==> config.mk <==
export PLATFORM = sky130hd
export DESIGN_NAME = sap_exec_sequencer_flat
export DESIGN_NICKNAME = d
export VERILOG_FILES = /design/src/rtl/sap_exec_sequencer_if.sv /design/src/rtl/sap_exec_sequencer.sv /design/src/flat_wrapper.sv
export SDC_FILE = /design/constraint.sdc
export NUM_CORES = 1
export LEC_CHECK = 0
export BUFFER_PORTS_ARGS = -buffer_cell sky130_fd_sc_hd__buf_2
export CAP_MARGIN = 10
export CORE_MARGIN = 5
export CORE_UTILIZATION = 45
export CTS_CLUSTER_SIZE = 10
export DETAILED_ROUTE_END_ITERATION = 6
export GPL_TIMING_DRIVEN = 0
export HOLD_SLACK_MARGIN = 0.12
export PLACE_DENSITY = 0.78
export SYNTH_ARGS = -nofsm -noshare
export SYNTH_HDL_FRONTEND = slang
export SYNTH_SLANG_ARGS = --single-unit
==> constraint.sdc <==
create_clock -name clk -period 3.51 [get_ports clk]
set_clock_uncertainty 0.15 [all_clocks]
set_input_delay 0.1755 -clock clk [delete_from_list [all_inputs] [get_ports clk]]
set_output_delay 0.1755 -clock clk [all_outputs]
set_load 0.1 [all_outputs]
==> src/rtl/sap_exec_sequencer_if.sv <==
// rtl/sap_exec_sequencer_if.sv - fetch/execute handshake and datapath control bundle
interface sap_exec_sequencer_if #(
  parameter int OPW = 4,
  parameter int ADW = 4
);
  logic           start;
  logic [OPW-1:0] opcode;
  logic [ADW-1:0] operand;
  logic           flag_c;
  logic           flag_z;
  logic [ADW-1:0] operand_out;
  logic           ir_out;
  logic           mar_load;
  logic           ram_read;
  logic           ram_write;
  logic           a_load;
  logic           a_out;
  logic           b_load;
  logic           alu_out;
  logic           alu_sub;
  logic           flags_load;
  logic           pc_load;
  logic           out_load;
  logic [1:0]     step;
  logic           busy;
  logic           done;
  logic           halted;
  logic           illegal;

  modport master (
    output start, opcode, operand, flag_c, flag_z,
    input  operand_out, ir_out, mar_load, ram_read, ram_write, a_load, a_out,
           b_load, alu_out, alu_sub, flags_load, pc_load, out_load,
           step, busy, done, halted, illegal
  );

  modport slave (
    input  start, opcode, operand, flag_c, flag_z,
    output operand_out, ir_out, mar_load, ram_read, ram_write, a_load, a_out,
           b_load, alu_out, alu_sub, flags_load, pc_load, out_load,
           step, busy, done, halted, illegal
  );
endinterface

==> src/rtl/sap_exec_sequencer.sv <==
// rtl/sap_exec_sequencer.sv - SAP execute-phase microsequencer with registered control word
module sap_exec_sequencer #(
  parameter int OPW = 4,
  parameter int ADW = 4
) (
  input logic                clk,
  input logic                rst,
  sap_exec_sequencer_if.slave bus
);

  typedef enum logic [1:0] {
    IDLE = 2'd0,
    EXEC = 2'd1,
    HALT = 2'd2
  } state_t;

  // Control word bit positions, most significant first
  localparam int B_IR   = 15;
  localparam int B_MAR  = 14;
  localparam int B_RR   = 13;
  localparam int B_RW   = 12;
  localparam int B_AL   = 11;
  localparam int B_AO   = 10;
  localparam int B_BL   = 9;
  localparam int B_ALU  = 8;
  localparam int B_SUB  = 7;
  localparam int B_FL   = 6;
  localparam int B_PCL  = 5;
  localparam int B_OL   = 4;
  localparam int B_BUSY = 3;
  localparam int B_DONE = 2;
  localparam int B_HALT = 1;
  localparam int B_ILL  = 0;

  state_t         state, state_n;
  logic [1:0]     step_q, step_n;
  logic [OPW-1:0] opcode_q, op_n;
  logic [ADW-1:0] operand_q, opd_n;
  logic           c_q, z_q, c_n, z_n;
  logic           accept;
  logic [15:0]    ctl_q, ctl_n;
  logic [ADW-1:0] operand_out_q, operand_out_n;

  // Index of the final execute step for each opcode
  function automatic logic [1:0] last_step(input logic [OPW-1:0] op);
    case (op)
      OPW'(1), OPW'(4): last_step = 2'd1;
      OPW'(2), OPW'(3): last_step = 2'd2;
      default:          last_step = 2'd0;
    endcase
  endfunction

  assign accept = (state == IDLE) && bus.start;

  // The decode works on the values the registers are about to take, so that
  // controls appear registered in the same cycle as the state they belong to
  assign op_n  = accept ? bus.opcode  : opcode_q;
  assign opd_n = accept ? bus.operand : operand_q;
  assign c_n   = accept ? bus.flag_c  : c_q;
  assign z_n   = accept ? bus.flag_z  : z_q;

  // State register, instruction latch and registered outputs
  always_ff @(posedge clk) begin
    if (rst) begin
      state         <= IDLE;
      step_q        <= 2'd0;
      opcode_q      <= '0;
      operand_q     <= '0;
      c_q           <= 1'b0;
      z_q           <= 1'b0;
      ctl_q         <= '0;
      operand_out_q <= '0;
    end else begin
      state         <= state_n;
      step_q        <= step_n;
      opcode_q      <= op_n;
      operand_q     <= opd_n;
      c_q           <= c_n;
      z_q           <= z_n;
      ctl_q         <= ctl_n;
      operand_out_q <= operand_out_n;
    end
  end

  // Next state: start only matters in IDLE; HALT is left only through rst
  always_comb begin
    state_n = state;
    step_n  = step_q;
    case (state)
      IDLE: begin
        step_n = 2'd0;
        if (bus.start) state_n = EXEC;
      end
      EXEC: begin
        if (step_q >= last_step(opcode_q)) begin
          step_n  = 2'd0;
          state_n = (opcode_q == OPW'(15)) ? HALT : IDLE;
        end else begin
          step_n = step_q + 2'd1;
        end
      end
      HALT: begin
        step_n = 2'd0;
      end
      default: begin
        state_n = IDLE;
        step_n  = 2'd0;
      end
    endcase
  end

  // Output decode of the upcoming (state, step, opcode) into the control word
  always_comb begin
    ctl_n         = '0;
    operand_out_n = '0;
    if (state_n == EXEC) begin
      ctl_n[B_BUSY] = 1'b1;
      ctl_n[B_DONE] = (step_n == last_step(op_n));
      case (op_n)
        OPW'(1): begin
          if (step_n == 2'd0) begin ctl_n[B_IR] = 1'b1; ctl_n[B_MAR] = 1'b1; end
          else begin ctl_n[B_RR] = 1'b1; ctl_n[B_AL] = 1'b1; end
        end
        OPW'(2), OPW'(3): begin
          if (step_n == 2'd0) begin
            ctl_n[B_IR] = 1'b1; ctl_n[B_MAR] = 1'b1;
          end else if (step_n == 2'd1) begin
            ctl_n[B_RR] = 1'b1; ctl_n[B_BL] = 1'b1;
          end else begin
            ctl_n[B_ALU] = 1'b1; ctl_n[B_AL] = 1'b1; ctl_n[B_FL] = 1'b1;
            ctl_n[B_SUB] = (op_n == OPW'(3));
          end
        end
        OPW'(4): begin
          if (step_n == 2'd0) begin ctl_n[B_IR] = 1'b1; ctl_n[B_MAR] = 1'b1; end
          else begin ctl_n[B_AO] = 1'b1; ctl_n[B_RW] = 1'b1; end
        end
        OPW'(5): begin
          ctl_n[B_IR] = 1'b1; ctl_n[B_AL] = 1'b1;
        end
        OPW'(6): begin
          ctl_n[B_IR] = 1'b1; ctl_n[B_PCL] = 1'b1;
        end
        OPW'(7): begin
          ctl_n[B_IR] = c_n; ctl_n[B_PCL] = c_n;
        end
        OPW'(8): begin
          ctl_n[B_IR] = z_n; ctl_n[B_PCL] = z_n;
        end
        OPW'(9), OPW'(10), OPW'(11), OPW'(12), OPW'(13): begin
          ctl_n[B_ILL] = 1'b1;
        end
        OPW'(14): begin
          ctl_n[B_AO] = 1'b1; ctl_n[B_OL] = 1'b1;
        end
        default: ;
      endcase
    end else if (state_n == HALT) begin
      ctl_n[B_HALT] = 1'b1;
    end
    if (ctl_n[B_IR]) operand_out_n = opd_n;
  end

  assign bus.ir_out      = ctl_q[B_IR];
  assign bus.mar_load    = ctl_q[B_MAR];
  assign bus.ram_read    = ctl_q[B_RR];
  assign bus.ram_write   = ctl_q[B_RW];
  assign bus.a_load      = ctl_q[B_AL];
  assign bus.a_out       = ctl_q[B_AO];
  assign bus.b_load      = ctl_q[B_BL];
  assign bus.alu_out     = ctl_q[B_ALU];
  assign bus.alu_sub     = ctl_q[B_SUB];
  assign bus.flags_load  = ctl_q[B_FL];
  assign bus.pc_load     = ctl_q[B_PCL];
  assign bus.out_load    = ctl_q[B_OL];
  assign bus.busy        = ctl_q[B_BUSY];
  assign bus.done        = ctl_q[B_DONE];
  assign bus.halted      = ctl_q[B_HALT];
  assign bus.illegal     = ctl_q[B_ILL];
  assign bus.step        = step_q;
  assign bus.operand_out = operand_out_q;

endmodule

==> src/flat_wrapper.sv <==
// flat-port wrapper written by rule: the top's interface ports become plain ports
module sap_exec_sequencer_flat 
#(
  parameter int OPW = 4,
  parameter int ADW = 4
)
  (clk, rst, bus_start, bus_opcode, bus_operand, bus_flag_c, bus_flag_z, bus_operand_out, bus_ir_out, bus_mar_load, bus_ram_read, bus_ram_write, bus_a_load, bus_a_out, bus_b_load, bus_alu_out, bus_alu_sub, bus_flags_load, bus_pc_load, bus_out_load, bus_step, bus_busy, bus_done, bus_halted, bus_illegal);
  sap_exec_sequencer_if #(.OPW(OPW), .ADW(ADW)) bus_i ();
  input logic clk;
  input logic rst;
  input wire logic [$bits(bus_i.start)-1:0] bus_start;
  input wire logic [$bits(bus_i.opcode)-1:0] bus_opcode;
  input wire logic [$bits(bus_i.operand)-1:0] bus_operand;
  input wire logic [$bits(bus_i.flag_c)-1:0] bus_flag_c;
  input wire logic [$bits(bus_i.flag_z)-1:0] bus_flag_z;
  output wire logic [$bits(bus_i.operand_out)-1:0] bus_operand_out;
  output wire logic [$bits(bus_i.ir_out)-1:0] bus_ir_out;
  output wire logic [$bits(bus_i.mar_load)-1:0] bus_mar_load;
  output wire logic [$bits(bus_i.ram_read)-1:0] bus_ram_read;
  output wire logic [$bits(bus_i.ram_write)-1:0] bus_ram_write;
  output wire logic [$bits(bus_i.a_load)-1:0] bus_a_load;
  output wire logic [$bits(bus_i.a_out)-1:0] bus_a_out;
  output wire logic [$bits(bus_i.b_load)-1:0] bus_b_load;
  output wire logic [$bits(bus_i.alu_out)-1:0] bus_alu_out;
  output wire logic [$bits(bus_i.alu_sub)-1:0] bus_alu_sub;
  output wire logic [$bits(bus_i.flags_load)-1:0] bus_flags_load;
  output wire logic [$bits(bus_i.pc_load)-1:0] bus_pc_load;
  output wire logic [$bits(bus_i.out_load)-1:0] bus_out_load;
  output wire logic [$bits(bus_i.step)-1:0] bus_step;
  output wire logic [$bits(bus_i.busy)-1:0] bus_busy;
  output wire logic [$bits(bus_i.done)-1:0] bus_done;
  output wire logic [$bits(bus_i.halted)-1:0] bus_halted;
  output wire logic [$bits(bus_i.illegal)-1:0] bus_illegal;
  assign bus_i.start = bus_start;
  assign bus_i.opcode = bus_opcode;
  assign bus_i.operand = bus_operand;
  assign bus_i.flag_c = bus_flag_c;
  assign bus_i.flag_z = bus_flag_z;
  assign bus_operand_out = bus_i.operand_out;
  assign bus_ir_out = bus_i.ir_out;
  assign bus_mar_load = bus_i.mar_load;
  assign bus_ram_read = bus_i.ram_read;
  assign bus_ram_write = bus_i.ram_write;
  assign bus_a_load = bus_i.a_load;
  assign bus_a_out = bus_i.a_out;
  assign bus_b_load = bus_i.b_load;
  assign bus_alu_out = bus_i.alu_out;
  assign bus_alu_sub = bus_i.alu_sub;
  assign bus_flags_load = bus_i.flags_load;
  assign bus_pc_load = bus_i.pc_load;
  assign bus_out_load = bus_i.out_load;
  assign bus_step = bus_i.step;
  assign bus_busy = bus_i.busy;
  assign bus_done = bus_i.done;
  assign bus_halted = bus_i.halted;
  assign bus_illegal = bus_i.illegal;
  sap_exec_sequencer #(.OPW(OPW), .ADW(ADW)) u_core (.clk(clk), .rst(rst), .bus(bus_i));
endmodule
==> results of run 1 <==
## cell type report
cell class | count | share of cell area (%)
buffer | 16 | 4.47
clock buffer | 7 | 2.85
inverter | 5 | 0.973
multi-input combinational | 126 | 42.5
sequential | 33 | 34.2
tap | 46 | 2.98
timing repair buffer | 38 | 11.9
## layer usage
layer	wire length, um	GRT usage (%)	vias to the layer above
li1	-	-	717
met1	1560	19.2	610
met2	1630	22.4	53
met3	277	4.78	4
met4	44	4.56	0
met5	0	0	-
## critical path, delay by kind of cell, from the launching register on
kind                     cells  cell delay [ns]
AND/OR/NAND/NOR              4             0.72
flip-flops                   1             0.33
buffers and inverters        2             0.46
adder cells (fa/ha/maj)      1             0.28
XOR/XNOR                     1             0.10
AO/OA/AOI/OAI                2             0.58
## metrics by stage
| step | power (mW) | hold WS [ns] | util (%) | area, sq um | setup slack (ns) |
|---|---|---|---|---|---|
| finish | 0.777 | 0.147 | 57.4 | 1930 | 0.786 |
| global route | 0.811 | 0.167 | 57.4 | 1930 | 0.593 |
| CTS | 0.784 | 0.124 | 57.4 | 1930 | 0.788 |
| detailed placement | 0.566 | 0.282 | 53.3 | 1790 | 0.825 |
| global placement | 0.564 | 0.280 | 53.3 | 1790 | 0.816 |
| floorplan | 0.534 | 0.161 | - | 1590 | 0.653 |
## placed cells by master, fill, tap and decap left out, types with 2 or more instances in the layout
cell,count
nand2b_1,2
clkbuf_4,5
a21oi_1,13
o21bai_1,2
mux2i_4,2
clkbuf_1,5
a21o_1,2
nor3b_1,2
ha_1,2
buf_4,2
nand4_1,2
xnor2_1,5
a22o_1,4
nor3_1,4
nand2_1,24
o21ai_0,2
dfxtp_1,33
nor2_1,20
buf_2,39
inv_1,5
nor3b_2,2
and3_1,2
dlygate4sd3_1,8
nor4_1,3
nand3_1,9
## flip-flops by register name (all words and copies together), names as in the netlist
register	cells
u_core.bus.operand_out	4
u_core.bus.step	2
u_core.c_q	1
u_core.ctl_q	15
u_core.opcode_q	4
u_core.operand_q	4
u_core.state	2
u_core.z_q	1
## final timing paths
check                                         from                 end  slack, ns  depth (start not counted)
worst max-delay path            u_core.opcode_q[0]    u_core.ctl_q[12]       0.79                         10
worst min-delay path                 bus_opcode[2]  u_core.opcode_q[2]       0.15                          3
worst max register to register  u_core.opcode_q[0]    u_core.ctl_q[12]       0.79                         10
worst min register to register          u_core.c_q          u_core.c_q       0.31                          2
## kinds of logic (layout without fill, tap and decap cells)
family                     Yosys count  after routing  share of synthesized area (%)
AOI/OAI and AO/OA                   34             34                           16.8
buffers and inverters               21             66                           6.62
adders and majority gates            2              2                           1.58
muxes                                3              3                           3.47
DFF                                 33             33                           41.6
and+or+nand+nor                     81             81                           26.6
xor gates and xnor gates             6              6                           3.31
## timing repair
item	4_1_cts	5_1_grt
hold buffers	8	0
gates resized for setup	0	0
endpoints found under the hold margin	12	0
## power groups by stage
stage / Combinational [mW] / Sequential (mW) / Clock, mW
floorplan: 0.0964 / 0.437 / 0
global placement: 0.165 / 0.400 / 0
detailed placement: 0.166 / 0.400 / 0
CTS: 0.173 / 0.391 / 0.220
global route: 0.189 / 0.393 / 0.230
finish: 0.174 / 0.391 / 0.212
==> impl_metrics.csv, run 1 <==
group,metric,value,unit
run_status,outcome,"complete, no violations",
route,vias_per_cell,5.11,
critical_path,path_class,"reg2reg",
power,p_sw,236,uW
cells_and_area,nFillCells,332,
cts,cts_buffer_depth,2,
die,die_h,69.4,um
route,drt_iter0_drc,59,
critical_path,worstPathRequired,3.58,ns
die,initial_utilization,47.2,%
grt,overflow,0,
critical_path,start_kind,"register",
synthesis,synth_cells,180,
synthesis,synthTopCellsByArea,"dfxtp_1 42%, nand2_1 5.7%, nor2_1 4.7%",
power,p_int,541,uW
critical_path,worstPathMaxFanout,10,
critical_path,cp_slowest_cell,"a2111oi_4",
synthesis,ys.flop_type,"dfxtp_1",
cells_and_area,drive_gt1_share,26.7,%
route,routedWlPerCell,12.9,um
cells_and_area,regArea,661,sq um
sta,final_hold_viol_count,0,
grt,grt_max_degree,11,
route,drt_wl_total,3.51,mm
place,port_buffers,30,
synthesis,async_reset_ff_share,0,%
sta,fin_setup_tns,0,ns
synthesis,synth_cell_type_count,48,
power,p_leak,0.823,nW
power,ir_drop,0.000169,V
power,seqPwrFrac,50.3,%
synthesis,synth_seq_cells,33,
hold_path,holdCritPathClass,"in2reg",
sta,setup_viol,0,
run,drv_cap,0,
route,vias,1384,
place,post-dp-hpwl,2.43,mm
cells_and_area,syn_to_final_growth,21.6,%
cts,root_buffer,"clkbuf_4",
die,std_cell_rows,21,
cts,clk_latency,0.33,ns
place,gp_congestion,0.922,
cells_and_area,multi_input_area,821,sq um
power,comb_power_share,22.4,%
sta,post-route-period-util,77.6,%
sta,slew_violations,0,
grt,grt_pass1_vias,1205,
critical_path,arrival,2.80,ns
sta,slew_headroom,67.8,%
route,first_pass_iters,4,
critical_path,crit_chain,"buf_2 > xnor2_1 > nor3_1 > ha_1 > nand2b_4 > a2111oi_4 > buf_4 > nand2_2 > a21o_1 > nor4b_1",
synthesis,avgSynthCellArea,8.81,sq um
cts,cts.sinks,33,
synthesis,synth_area,1590,sq um
cells_and_area,finalNonFillerCells,271,
die,core_area,3360,sq um
synthesis,synth_edf_count,0,
sta,max_slew.worst_pin.slew,0.483,ns
synthesis,synth_area_leader_cell,"dfxtp_1",
synthesis,syn_nets,195,
synthesis,post-synth-top-count-cell,"dfxtp_1",
grt,grt_pass1_wl,5.66,mm
cells_and_area,num_antenna_cells,0,
power,clkPwrFrac,27.3,%
sta,rsz0062_at_grt,"no",
grt,groute.usage.overall,14.5,%
synthesis,synthTopCellsByCount,"33 x dfxtp_1, 24 x nand2_1, 20 x nor2_1",
synthesis,yosys_warnings,0,
grt,antenna_found_initial,0,
cts,postCtsSetupRepairBufs,0,
synthesis,ys_seq_area_share,41.6,%
critical_path,slowest_delay,0.38,ns
cts,h-tree-depth,2,
place,dp_cells,256,
power,p_sw_share,30.4,%
synthesis,netlist.area_leader.share,41.6,%
die,dieArea,4810,sq um
sta,fin_crit,2.72,ns
sta,fmax,367,MHz
cts,cts_buffers,5,
power,powerDensity,403,nW/um^2
cts,path_clk_slew,0.10,ns
route,drc_errors,0,
cts,tritoncts,"yes",
critical_path,critPathCaptureType,"register",
cells_and_area,fin_nets,240,
die,dieWidth,69.4,um
die,num_io_pins,35,
route,ant_nets,0,
No activity file was read; power rests on OpenSTA's default activity.
==> inputs of run 2 (changes only) <==
Settings changed: ABC_AREA from default to 1, PLACE_DENSITY 0.78 to 0.79.
Clock period 3.51 ns to 2.8 ns, I/O delays scaled along.
==> impl_metrics.csv, run 2 <==
group,metric,value,unit
grt,grt_pass1_vias,1123,
synthesis,yosys.area_share.adder,1.77,%
synthesis,synth_cells,175,
synthesis,yosys_warnings,0,
cells_and_area,num_antenna_cells,0,
cells_and_area,fin_nets,240,
route,drt_wl_total,2.82,mm
cells_and_area,regArea,661,sq um
die,num_io_pins,35,
cts,root_buffer,"clkbuf_4",
synthesis,synth_cell_type_count,24,
synthesis,async_reset_ff_share,0,%
cells_and_area,top_register,"u_core.ctl_q",
synthesis,synth_simple_gate_area_share,35.6,%
synthesis,synth_area_leader_cell,"dfxtp_1",
cells_and_area,final_cell_mix,"34 x buf_2, 33 x dfxtp_1, 27 x nand2_1",
die,core_area,3030,sq um
place,dp_cells,253,
sta,max_slew.worst_pin.slew,0.489,ns
route,vias,1210,
route,first_pass_iters,4,
synthesis,post-synth-top-count-cell,"dfxtp_1",
route,drc_errors,0,
cts,cts_buffer_depth,2,
hold_path,holdCritPathClass,"in2reg",
synthesis,ys_seq_area_share,46.9,%
sta,slew_headroom,67.6,%
power,p_int,663,uW
critical_path,start_kind,"register",
critical_path,arrival,2.52,ns
critical_path,worstPathRequired,2.92,ns
cts,clk_latency,0.34,ns
synthesis,netlist.area_leader.share,46.9,%
cts,postCtsSetupRepairBufs,0,
synthesis,synth_edf_count,0,
sta,final_hold_viol_count,0,
cts,path_clk_slew,0.09,ns
synthesis,synthXorXnorAreaFrac,0.621,%
power,ir_drop,0.000327,V
critical_path,path_class,"reg2reg",
cts,cts_buffers,5,
place,post-dp-hpwl,2.08,mm
synthesis,synth_top_family_by_area,"simple AND/OR/NAND/NOR gates",
sta,fin_setup_tns,0,ns
synthesis,synthTopCellsByArea,"dfxtp_1 47%, nand2_1 7.2%, nor2_1 6.9%",
cells_and_area,drive_gt1_share,31.1,%
power,p_leak,0.927,nW
synthesis,synth_seq_cells,33,
grt,overflow,0,
die,dieWidth,66.0,um
critical_path,worstPathMaxFanout,10,
cts,h-tree-depth,2,
critical_path,crit_chain,"inv_1 > nand3_1 > a21oi_1 > ha_1 > inv_1 > nand2_1 > a21oi_1 > inv_1 > nor2_1 > inv_1 > nand2_1 > nand2_1 > clkbuf_1 > nor3_1",
power,p_sw_share,30.6,%
power,clkPwrFrac,27.8,%
sta,slew_violations,0,
die,std_cell_rows,20,
sta,setup_viol,0,
sta,fmax,416,MHz
critical_path,cpLargestDelayFamily,"simple AND/OR/NAND/NOR gates",
cells_and_area,nFillCells,287,
run,drv_cap,0,
power,p_sw,292,uW
sta,post-route-period-util,85.9,%
power,comb_power_share,20.6,%
synthesis,synth-compound-area-share,4.17,%
grt,antenna_found_initial,0,
critical_path,cp_slowest_cell,"dfxtp_1",
cells_and_area,syn_to_final_growth,26.3,%
cts,cts.sinks,33,
die,initial_utilization,46.6,%
critical_path,slowest_delay,0.31,ns
place,dp_slack,0.409,ns
cells_and_area,multi_input_area,634,sq um
grt,grt_max_degree,11,
cells_and_area,final_common_cell,"buf_2",
grt,groute.usage.overall,14.6,%
sta,setup_ws,0.395,ns
critical_path,critPathCaptureType,"register",
route,vias_per_cell,4.50,
synthesis,synthMuxAreaShare,2.84,%
synthesis,synth_area,1410,sq um
synthesis,ys.flop_type,"dfxtp_1",
synthesis,avgSynthCellArea,8.06,sq um
cells_and_area,largest_reg_flops,15,
synthesis,syn_nets,190,
route,routedWlPerCell,10.5,um
grt,grt_pass1_wl,4.71,mm
power,powerDensity,536,nW/um^2
die,dieArea,4350,sq um
cts,tritoncts,"yes",
synthesis,synthTopCellsByCount,"33 x dfxtp_1, 27 x nand2_1, 26 x nor2_1",
die,die_h,66.0,um
run_status,outcome,"complete, no violations",
sta,fin_crit,2.40,ns
route,ant_nets,0,
critical_path,critPathMostFrequentCell,"inv_1",
place,gp_congestion,0.844,
cells_and_area,finalNonFillerCells,269,
cts,cts_resized,0,
route,drt_iter0_drc,44,
critical_path,path_buf_inv,5,
place,port_buffers,34,
sta,rsz0062_at_grt,"no",
power,seqPwrFrac,51.5,%
==> run 2: cell count changes in the layout (fill, tap and decap cells not counted), moves of 6 or more <==
cell	change
a21oi_1	-6
nand3_1	+8
nor2_1	+6
inv_1	+13
nand2_4	+7
==> run 2: final cells by class <==
type | instances | area share, %
sequential | 33 | 37.1
tap | 44 | 3.09
buffer | 4 | 1.48
clock buffer | 7 | 3.09
inverter | 23 | 4.99
multi-input combinational | 115 | 35.6
timing repair buffer | 43 | 14.6
==> run 2: path summary, 6_finish.rpt <==
check | from | to | slack (ns) | depth (start not counted)
hold / removal | bus_start | u_core.opcode_q[3] | 0.12 | 4
setup reg to reg | u_core.opcode_q[3] | u_core.ctl_q[7] | 0.40 | 14
hold reg to reg | u_core.c_q | u_core.c_q | 0.33 | 2
setup / recovery | u_core.opcode_q[3] | u_core.ctl_q[7] | 0.40 | 14
==> run 2: power groups by stage <==
stage / clock network, mW / logic, mW / registers (mW)
CTS: 0.269 / 0.197 / 0.492
finish: 0.266 / 0.197 / 0.492
global route: 0.297 / 0.215 / 0.494
floorplan: 0 / 0.107 / 0.547
detailed placement: 0 / 0.187 / 0.504
global placement: 0 / 0.183 / 0.503
==> run 2: per-stage QoR <==
stage,power [mW],util [%],area (sq um),hold WS (ns)
floorplan,0.654,-,1410,0.0591
global placement,0.686,54.0,1640,0.249
detailed placement,0.690,54.0,1640,0.256
CTS,0.959,58.8,1780,0.121
global route,1.01,58.8,1780,0.139
finish,0.955,58.8,1780,0.118
==> run 2: logic make-up after synthesis <==
group	Yosys count
adders and majority gates	2
xor gates and xnor gates	1
muxes	4
buffers and inverters	27
and+or+nand+nor	97
DFF	33
AOI/OAI and AO/OA	11
==> run 2: tightest hold or removal path, delay by kind of cell <==
kind                   cells  cell delay (ns)
and+or+nand+nor            3             0.29
buffers and inverters      1             0.14
==> run 2: layer usage <==
metal,routed length (um),global-route usage [%]
met1,1260,16.7
met2,1280,23.3
met3,220,6.12
met4,68,7.11
met5,0,0
==> run 2: what timing repair did <==
item,in CTS,in global routing
setup endpoints to repair,0,0
hold buffers,9,0
hold endpoints to repair,13,0
